## src/rtl/serial_buf_tx.sv

```systemverilog
// serial_buf_tx
//   Sends a block of up to BUFFLEN bytes as back-to-back asynchronous serial
//   characters. Each character is a start bit (0), DATA_BITS data bits sent
//   LSB first, an optional parity bit, and STOP_BITS stop bits (1). Every bit
//   lasts BIT_CYCLES clocks. The block is captured whole when the request is
//   accepted, so the caller may change its inputs while the transfer runs.
//
// Ports
//   CLK      in   system clock, all state changes on posedge
//   RESET_N  in   asynchronous active-low reset
//   START    in   level request; accepted in IDLE while DONE is low
//   NBYTES   in   byte count, clamped to BUFFLEN and latched at accept
//   BUFFER   in   [0:8*BUFFLEN-1]; byte k = BUFFER[8k:8k+7], bit 8k+7 is its LSB
//   TXD      out  registered serial line, idles high
//   BUSY     out  high from accept until the last stop bit has completed
//   DONE     out  completion flag, held until START is seen low
//
// state      | meaning
// -----------+-----------------------------------------------------------
// IDLE       | line high, waiting for START
// START_BIT  | driving the start bit of the current character
// DATA       | driving data bit data_idx of the current character
// PARITY_BIT | driving the parity bit (only when PARITY != 0)
// STOP       | driving stop bit stop_idx of the current character
// FINISH     | transfer complete, DONE held until START drops

module serial_buf_tx #(
  parameter int BUFFLEN    = 5,
  parameter int BIT_CYCLES = 416,
  parameter int DATA_BITS  = 8,
  parameter int PARITY     = 0,
  parameter int STOP_BITS  = 1
) (
  input  logic                   CLK,
  input  logic                   RESET_N,
  input  logic                   START,
  input  logic [7:0]             NBYTES,
  input  logic [0:8*BUFFLEN-1]   BUFFER,
  output logic                   TXD,
  output logic                   BUSY,
  output logic                   DONE
);

  localparam int              CW        = $clog2(BIT_CYCLES);
  localparam logic [CW-1:0]   BIT_LAST  = CW'(BIT_CYCLES - 1);
  localparam logic [2:0]      DATA_LAST = 3'(DATA_BITS - 1);
  localparam logic [7:0]      BUFFLEN_B = 8'(BUFFLEN);
  localparam logic            HAS_PAR   = (PARITY != 0);
  localparam logic            ODD_PAR   = (PARITY == 1);
  localparam logic            TWO_STOP  = (STOP_BITS == 2);

  typedef enum logic [2:0] {
    IDLE,
    START_BIT,
    DATA,
    PARITY_BIT,
    STOP,
    FINISH
  } state_t;

  state_t                 state_q, state_d;
  logic [CW-1:0]          bit_cnt_q, bit_cnt_d;
  logic [2:0]             data_idx_q, data_idx_d;
  logic                   stop_idx_q, stop_idx_d;
  logic [7:0]             byte_cnt_q, byte_cnt_d;
  logic [7:0]             nbytes_q, nbytes_d;
  logic [0:8*BUFFLEN-1]   buf_q, buf_d;
  logic [7:0]             char_q, char_d;
  logic                   par_q, par_d;
  logic                   txd_q, txd_d;
  logic                   busy_q, busy_d;
  logic                   done_q, done_d;

  logic                   bit_tc;
  logic [7:0]             n_clamp;
  logic [0:8*BUFFLEN-1]   buf_next;

  assign bit_tc   = (bit_cnt_q == BIT_LAST);
  assign n_clamp  = (NBYTES > BUFFLEN_B) ? BUFFLEN_B : NBYTES;
  // byte 0 always sits in buf_q[0:7]; shifting toward index 0 exposes the next byte
  assign buf_next = buf_q << 8;

  always_ff @(posedge CLK or negedge RESET_N) begin
    if (!RESET_N) begin
      state_q    <= IDLE;
      bit_cnt_q  <= '0;
      data_idx_q <= '0;
      stop_idx_q <= 1'b0;
      byte_cnt_q <= '0;
      nbytes_q   <= '0;
      buf_q      <= '0;
      char_q     <= '0;
      par_q      <= 1'b0;
      txd_q      <= 1'b1;
      busy_q     <= 1'b0;
      done_q     <= 1'b0;
    end else begin
      state_q    <= state_d;
      bit_cnt_q  <= bit_cnt_d;
      data_idx_q <= data_idx_d;
      stop_idx_q <= stop_idx_d;
      byte_cnt_q <= byte_cnt_d;
      nbytes_q   <= nbytes_d;
      buf_q      <= buf_d;
      char_q     <= char_d;
      par_q      <= par_d;
      txd_q      <= txd_d;
      busy_q     <= busy_d;
      done_q     <= done_d;
    end
  end

  // txd_d always reflects the bit of the state being entered, so TXD changes
  // on the same edge as the state register and stays glitch-free.
  always_comb begin
    state_d    = state_q;
    bit_cnt_d  = bit_cnt_q + 1'b1;
    data_idx_d = data_idx_q;
    stop_idx_d = stop_idx_q;
    byte_cnt_d = byte_cnt_q;
    nbytes_d   = nbytes_q;
    buf_d      = buf_q;
    char_d     = char_q;
    par_d      = par_q;
    txd_d      = txd_q;
    busy_d     = busy_q;
    done_d     = done_q;

    case (state_q)
      IDLE: begin
        bit_cnt_d = '0;
        txd_d     = 1'b1;
        busy_d    = 1'b0;
        done_d    = 1'b0;
        if (START && !done_q) begin
          nbytes_d   = n_clamp;
          byte_cnt_d = '0;
          buf_d      = BUFFER;
          if (n_clamp == 8'd0) begin
            // empty transfer: report completion without touching the line
            state_d = FINISH;
            done_d  = 1'b1;
          end else begin
            state_d = START_BIT;
            busy_d  = 1'b1;
            txd_d   = 1'b0;
            char_d  = BUFFER[0:7];
            par_d   = 1'b0;
          end
        end
      end

      START_BIT: begin
        if (bit_tc) begin
          state_d    = DATA;
          bit_cnt_d  = '0;
          data_idx_d = '0;
          txd_d      = char_q[0];
        end
      end

      DATA: begin
        if (bit_tc) begin
          bit_cnt_d = '0;
          par_d     = par_q ^ char_q[0];
          char_d    = char_q >> 1;
          if (data_idx_q == DATA_LAST) begin
            if (HAS_PAR) begin
              state_d = PARITY_BIT;
              txd_d   = par_q ^ char_q[0] ^ ODD_PAR;
            end else begin
              state_d    = STOP;
              stop_idx_d = 1'b0;
              txd_d      = 1'b1;
            end
          end else begin
            data_idx_d = data_idx_q + 3'd1;
            txd_d      = char_q[1];
          end
        end
      end

      PARITY_BIT: begin
        if (bit_tc) begin
          state_d    = STOP;
          bit_cnt_d  = '0;
          stop_idx_d = 1'b0;
          txd_d      = 1'b1;
        end
      end

      STOP: begin
        if (bit_tc) begin
          bit_cnt_d = '0;
          txd_d     = 1'b1;
          if (TWO_STOP && !stop_idx_q) begin
            stop_idx_d = 1'b1;
          end else if (byte_cnt_q == nbytes_q - 8'd1) begin
            state_d = FINISH;
            busy_d  = 1'b0;
            done_d  = 1'b1;
          end else begin
            // next character follows with no idle gap
            state_d    = START_BIT;
            byte_cnt_d = byte_cnt_q + 8'd1;
            buf_d      = buf_next;
            char_d     = buf_next[0:7];
            par_d      = 1'b0;
            txd_d      = 1'b0;
          end
        end
      end

      FINISH: begin
        bit_cnt_d = '0;
        txd_d     = 1'b1;
        busy_d    = 1'b0;
        if (!START) begin
          state_d = IDLE;
          done_d  = 1'b0;
        end
      end

      default: begin
        state_d   = IDLE;
        bit_cnt_d = '0;
        txd_d     = 1'b1;
        busy_d    = 1'b0;
        done_d    = 1'b0;
      end
    endcase
  end

  assign TXD  = txd_q;
  assign BUSY = busy_q;
  assign DONE = done_q;

endmodule

```

## config.mk

```make
export PLATFORM = sky130hd
export DESIGN_NAME = serial_buf_tx
export DESIGN_NICKNAME = d
export VERILOG_FILES = /design/src/rtl/serial_buf_tx.sv
export SDC_FILE = /design/constraint.sdc
export NUM_CORES = 1
export LEC_CHECK = 0
export BUFFER_PORTS_ARGS = -buffer_cell sky130_fd_sc_hd__buf_4
export CORE_MARGIN = 2
export CORE_UTILIZATION = 43
export DETAILED_ROUTE_END_ITERATION = 6
export GPL_ROUTABILITY_DRIVEN = 0
export PLACE_DENSITY_LB_ADDON = 0.2
export SLEW_MARGIN = 5
export SYNTH_ARGS = -nofsm -noshare
export SYNTH_HDL_FRONTEND = slang
export SYNTH_SLANG_ARGS = --single-unit
```

## constraint.sdc

```tcl
create_clock -name CLK -period 2.8 [get_ports CLK]
set_input_delay 0.28 -clock CLK [delete_from_list [all_inputs] [get_ports CLK]]
set_output_delay 0.28 -clock CLK [all_outputs]
set_load 0.05 [all_outputs]
```

==> results of run 1 <==
[layer usage]
metal / wire [um] / GRT usage [%] / vias to the layer above
met5: 0 / 0 / -
met1: 4164 / 25.62 / 1465
met4: 104 / 6.112 / 0
li1: - / - / 1558
met2: 3820 / 27.18 / 89
met3: 525 / 5.552 / 9
[state kept, by name, indices dropped and copies added (netlist names)]
signal      count
BUSY            1
DONE            1
TXD             1
bit_cnt_q       9
buf_q          32
byte_cnt_q      8
char_q          8
data_idx_q      3
nbytes_q        8
state_q         3
[final timing paths]
check / depth (start not counted) / startpoint / slack, ns / to
max in group asynchronous: 1 / RESET_N / 2.15 / nbytes_q[0]
worst min-delay path: 1 / RESET_N / 0.06 / bit_cnt_q[3]
min in group CLK: 2 / BUFFER[35] / 0.15 / buf_q[35]
worst max-delay path: 7 / nbytes_q[0] / 0.12 / char_q[7]
worst min register to register: 2 / buf_q[30] / 0.48 / buf_q[30]
worst max register to register: 7 / nbytes_q[0] / 0.12 / char_q[7]
[final cells by class]
| class | instances | area (um2) | area share [%] |
|---|---|---|---|
| clock buffers | 10 | 127.6 | 2.729 |
| clock inverters | 6 | 41.29 | 0.8828 |
| inverters | 8 | 30.03 | 0.6421 |
| multi-input cells | 294 | 1962 | 41.95 |
| flip-flops and latches | 74 | 1853 | 39.62 |
| well taps | 108 | 135.1 | 2.889 |
| repair buffers | 67 | 528.0 | 11.29 |
[power breakdown]
part	switching (mW)	internal [mW]
sequential	0.259	1.42
clock	0.425	0.322
combinational	1.02	0.813
[through the flow]
step / hold slack (ns) / instances / worst slack, ns
floorplan: -0.01559 / 397 / 0.2048
global placement: 0.4615 / 551 / 0.1409
detailed placement: 0.4697 / 551 / 0.08632
CTS: 0.1044 / 567 / 0.08704
global route: 0.1294 / 567 / 0.01447
finish: 0.06140 / 567 / 0.1174
[cells in the final DEF (no fill, tap or decap), drive strengths merged, types with 2 or more instances in the layout]
cell / instances
dfrtp: 73
buf: 67
nand2: 51
o21ai: 38
mux2i: 27
nor2: 26
a21oi: 17
o22ai: 11
and2: 10
clkbuf: 10
xor2: 9
xnor2: 8
nand3: 8
mux2: 8
a22o: 8
inv: 7
or3: 7
nand4: 6
or4: 5
o22a: 5
ha: 5
nand2b: 4
nor3: 4
clkinv: 4
o31ai: 3
o41ai: 3
o211ai: 3
clkinvlp: 3
and3: 2
nor2b: 2
a211o: 2
nand3b: 2
o32a: 2
or4b: 2
a2111oi: 2
[kinds of logic (layout without fill, tap and decap cells)]
group                      count (synthesis)  count (layout)  synth area share [%]
xor gates and xnor gates                  17              17                 3.791
muxes                                     35              35                 9.940
DFF                                       74              74                 47.18
adders and majority gates                  5               5                 1.593
AOI/OAI and AO/OA                        106             106                 17.71
and+or+nand+nor                          131             131                 16.28
buffers and inverters                     29              91                 3.504
[timing repair]
action	CTS	global route
hold endpoints to repair	0	0
setup endpoints to repair	0	10
resized for setup	0	2
==> summary.md, run 1 <==
| Metric | Value |
|---|---|
| Overall global routing resource usage | `18.31%` |
| CP Data Required Time | `3.04 ns` |
| Rel. slew slack | `39.22%` |
| Nets | `510` |
| Clk buf depth | `2` |
| PwrDens | `between 900 and 1000 mW/mm2` |
| Routed wire length | `roughly 8600 um` |
| Final total power | `around 4.3 mW` |
| Die X | `~100 um` |
| Tightest Pin Transition | `0.9117 ns` |
| Port bufs | `53` |
| Clk_lat worst skew | `~0.35 ns` |
| Clock root cell | `clkbuf_8` |
| Die height | `99.57 um` |
| CTS tree | `done` |
| Finished Cell Area | `0.004677 mm2` |
| FFs w/ async S/R, synth | `100.0%` |
| Cts hold-fix bufs | `0` |
| Clock Skew | `slightly above 0.01 ns` |
| Ant. Diodes | `0` |
| Tmin final | `2.683 ns` |
| Utilization after layout | `53.11%` |
| Row cnt | `34` |
| Dpl hpwl | `6047 um` |
| Crit-path slowest cell | `or4b_4` |
| I/O pin count | `54` |
| Primary FF master, synth | `dfrtp_1` |
| Cell variety after synth | `58` |
| Synthesized netlist cell count | `397` |
| Synth top area cells | `dfrtp_1 47%, mux2i_1 6.9%, nand2_1 4.9%` |
| CP arrival | `2.92 ns` |
| CP max stage delay | `approximately 0.52 ns` |
| CP endpoint kind | `flip-flop` |
| Global route overflow | `0` |
| Sequential area share after synthesis | `47.18%` |
| Die area | `0.009914 mm2` |
| Max VDD drop | `roughly 0.34 mV` |
| Initial core utilization | `44.60%` |
| Post-synth EDFFs | `0` |
| First-pass GRT wire length | `14680 um` |
| Worst Path Buf+Inv | `1` |
| Via count | `about 3100` |
| Syn nets | `453` |
| Achievable Freq | `0.3728 GHz` |
| Startpoint type of the worst setup path | `flip-flop` |
| Fin crit share | `95.81%` |
| Post-CTS Setup Inserts | `0` |
| DRC Markers | `0` |
| Pins Over Slew Limit | `0` |
| CORE AREA | `slightly below 0.009 mm2` |
| CP max FO | `8` |
| Pleak | `approximately 2.1 nW` |
| Post-synth top area cell | `dfrtp_1` |
| Critical path cell sequence | `or3_4, or4b_4, a2111oi_2, and2_4, a211o_1, buf_12, mux2_4` |
| DRT iter0 DRCs | `178` |
| WL per Instance | `15.19 um` |
| Synthesis-stage register bit count | `74` |
| Post-synth top cells | `73 x dfrtp_1, 51 x nand2_1, 32 x o21ai_0, 27 x mux2i_1, 26 x nor2_1` |
| Drt via density | `5.504` |
| Final Hold Vio Count | `0` |
| Placed Area | `0.004496 mm2` |
| Antenna violations before repair | `0` |
| First drt pass iteration count | `4` |
| Largest net degree at the start of global routing | `75` |
| Final ANT Viol Nets | `0` |
| CTS clock-pin slew for the worst setup and hold paths | `0.09 ns` |
| RSZ-0062 raised after global routing | `no` |
| Delay-heaviest family, CP | `simple AND/OR/NAND/NOR gates` |
| Vias in the first global route | `3082` |
| WS Path Type | `flip-flop to flip-flop` |
| Most frequent cell after synthesis | `dfrtp_1` |
| Fraction of layout cells with a size suffix above 1 | `21.57%` |
| Clock sink total | `between 70 and 80` |
| Syn. warnings | `0` |
| Post-synth top area share | `46.51%` |
| Synthesized cell area | `0.003928 mm2` |
| Syn-to-layout area delta | `19.08%` |
| Final setup fails | `0` |
| Setup TNS | `0 ns` |
| Path category of the worst min-delay check | `primary input to asynchronous set/reset pin` |
| Avg Cell Area, Syn | `9.893 um2` |
| Htree depth | `3` |
| Fillcell total | `795` |
| Outcome | `completed` |
| Num CTS Buffers | `9` |
| MaxCap Viol Count | `0` |
Power figures use the tool's default switching activity.
==> run 2, diff against run 1 <==
clock period = 3.45 ns   (was 2.8 ns; I/O delays follow)
==> summary.md, run 2 (synthesized netlist as in run 1, its figures left out) <==
| Metric | Value |
|---|---|
| Cts hold-fix bufs | `0` |
| Setup TNS | `0 ns` |
| Tmin final | `3.082 ns` |
| Vias in the first global route | `around 3000` |
| Row cnt | `34` |
| Pins Over Slew Limit | `0` |
| Critical path cell sequence | `inv_1, ha_1, nand2b_1, or4_1, a222oi_1, a31o_2, o21ai_0` |
| CP Data Required Time | `3.63 ns` |
| DRC Markers | `0` |
| Final setup fails | `0` |
| PwrDens | `about 750 mW/mm2` |
| Placed Area | `0.004410 mm2` |
| Dpl hpwl | `5707 um` |
| Max VDD drop | `0.2996 mV` |
| RSZ-0062 raised after global routing | `no` |
| Ant. Diodes | `0` |
| Clk_lat worst skew | `0.34 ns` |
| DRT iter0 DRCs | `152` |
| Crit-path slowest cell | `a31o_2` |
| Multi-input gate area | `~0.002 mm2` |
| Nets | `~500` |
| Port bufs | `53` |
| Finished Cell Area | `0.004608 mm2` |
| Achievable Freq | `0.3245 GHz` |
| CORE AREA | `between 0.008 and 0.009 mm2` |
| CP max stage delay | `0.90 ns` |
| First-pass GRT wire length | `14470 um` |
| Path category of the worst min-delay check | `primary input to asynchronous set/reset pin` |
| Cts repair resizes | `0` |
| WL per Instance | `14.97 um` |
| Routed wire length | `8369 um` |
| Initial core utilization | `44.60%` |
| Die X | `99.57 um` |
| Most frequent cells in the layout | `73 x dfrtp_1, 59 x buf_4, 51 x nand2_1` |
| Die area | `slightly below 0.01 mm2` |
| Num CTS Buffers | `9` |
| Hold slack | `0.1165 ns` |
| Final ANT Viol Nets | `0` |
| Fillcell total | `806` |
| Reg2Reg Depth | `7` |
| CP endpoint kind | `flip-flop` |
| CP arrival | `between 3 and 4 ns` |
| Tightest Pin Transition | `1.060 ns` |
| Final Hold Vio Count | `0` |
| CTS clock-pin slew for the worst setup and hold paths | `~0.090 ns` |
| Clock root cell | `clkbuf_8` |
| Post-CTS Setup Inserts | `0` |
| Fin crit share | `89.33%` |
| Htree depth | `3` |
| Top Registers | `buf_q (32), bit_cnt_q (9)` |
| Die height | `99.57 um` |
| Utilization after layout | `52.33%` |
| Via count | `3071` |
| Antenna violations before repair | `0` |
| Sequential Area | `approximately 0.0019 mm2` |
| Placed cells | `543` |
| Drt via density | `5.494` |
| Fraction of layout cells with a size suffix above 1 | `20.18%` |
| Pleak | `around 2.1 nW` |
| First drt pass iteration count | `4` |
| Clk buf depth | `2` |
| Final std cells w/o fill | `559` |
| Largest Register | `buf_q` |
| Clock Skew | `~0.013 ns` |
| CTS tree | `done` |
| Startpoint type of the worst setup path | `flip-flop` |
| Global route overflow | `0` |
| Clock sink total | `74` |
| CP max FO | `59` |
| Overall global routing resource usage | `about 18%` |
| Largest net degree at the start of global routing | `75` |
| MaxCap Viol Count | `0` |
| Max reg flops | `32` |
| WS Path Type | `flip-flop to flip-flop` |
| Syn-to-layout area delta | `17.33%` |
| Rel. slew slack | `28.92%` |
| Commonest non-fill, non-tap cell in the layout | `dfrtp_1` |
| I/O pin count | `54` |
| Worst R2R Setup Slack | `roughly 0.37 ns` |
| Outcome | `completed` |
==> run 2: through the flow <==
stage	total power [mW]	worst slack, ns
6_report	3.440	0.3681
5_1_grt	3.721	0.08965
4_1_cts	3.477	0.3474
3_5_place_dp	2.781	0.3427
3_3_place_gp	2.747	0.4401
2_1_floorplan	2.439	0.8548
==> run 2: final cells by class <==
class / instances / share of cell area (%)
tap: 108 / 2.932
multi-input combinational: 294 / 42.30
inverter: 8 / 0.6516
timing repair buffer: 59 / 9.612
clock buffer: 9 / 2.688
clock inverter: 7 / 1.602
sequential: 74 / 40.21
==> run 2: worst paths after layout <==
kind,endpoint,from
max,buf_q[16],nbytes_q[0]
min,bit_cnt_q[5],RESET_N
max reg2reg,buf_q[16],nbytes_q[0]
min reg2reg,buf_q[14],buf_q[14]
max in group asynchronous,char_q[1],RESET_N
min in group CLK,buf_q[37],BUFFER[37]
==> run 2: critical path: cells and delay by family (launching register included) <==
kind / cells / cell delay, ns
fa+ha+maj: 1 / 0.21
compound gates: 3 / 1.58
buf+inv: 1 / 0.08
simple gates: 2 / 0.63
flops: 1 / 0.41
==> run 2: routing by layer <==
metal	share of wire, %	global-route usage (%)	up-vias
li1	-	-	1541
met1	50	25.80	1459
met2	45	26.56	69
met3	5.0	5.833	2
met4	0.45	4.320	0
met5	0	0	-
==> run 2: report_power, final <==
part / total, mW / internal [mW] / switching [mW]
logic: 1.38 / 0.589 / 0.794
clock network: 0.677 / 0.339 / 0.338
registers: 1.38 / 1.16 / 0.223
total: 3.44 / 2.08 / 1.36
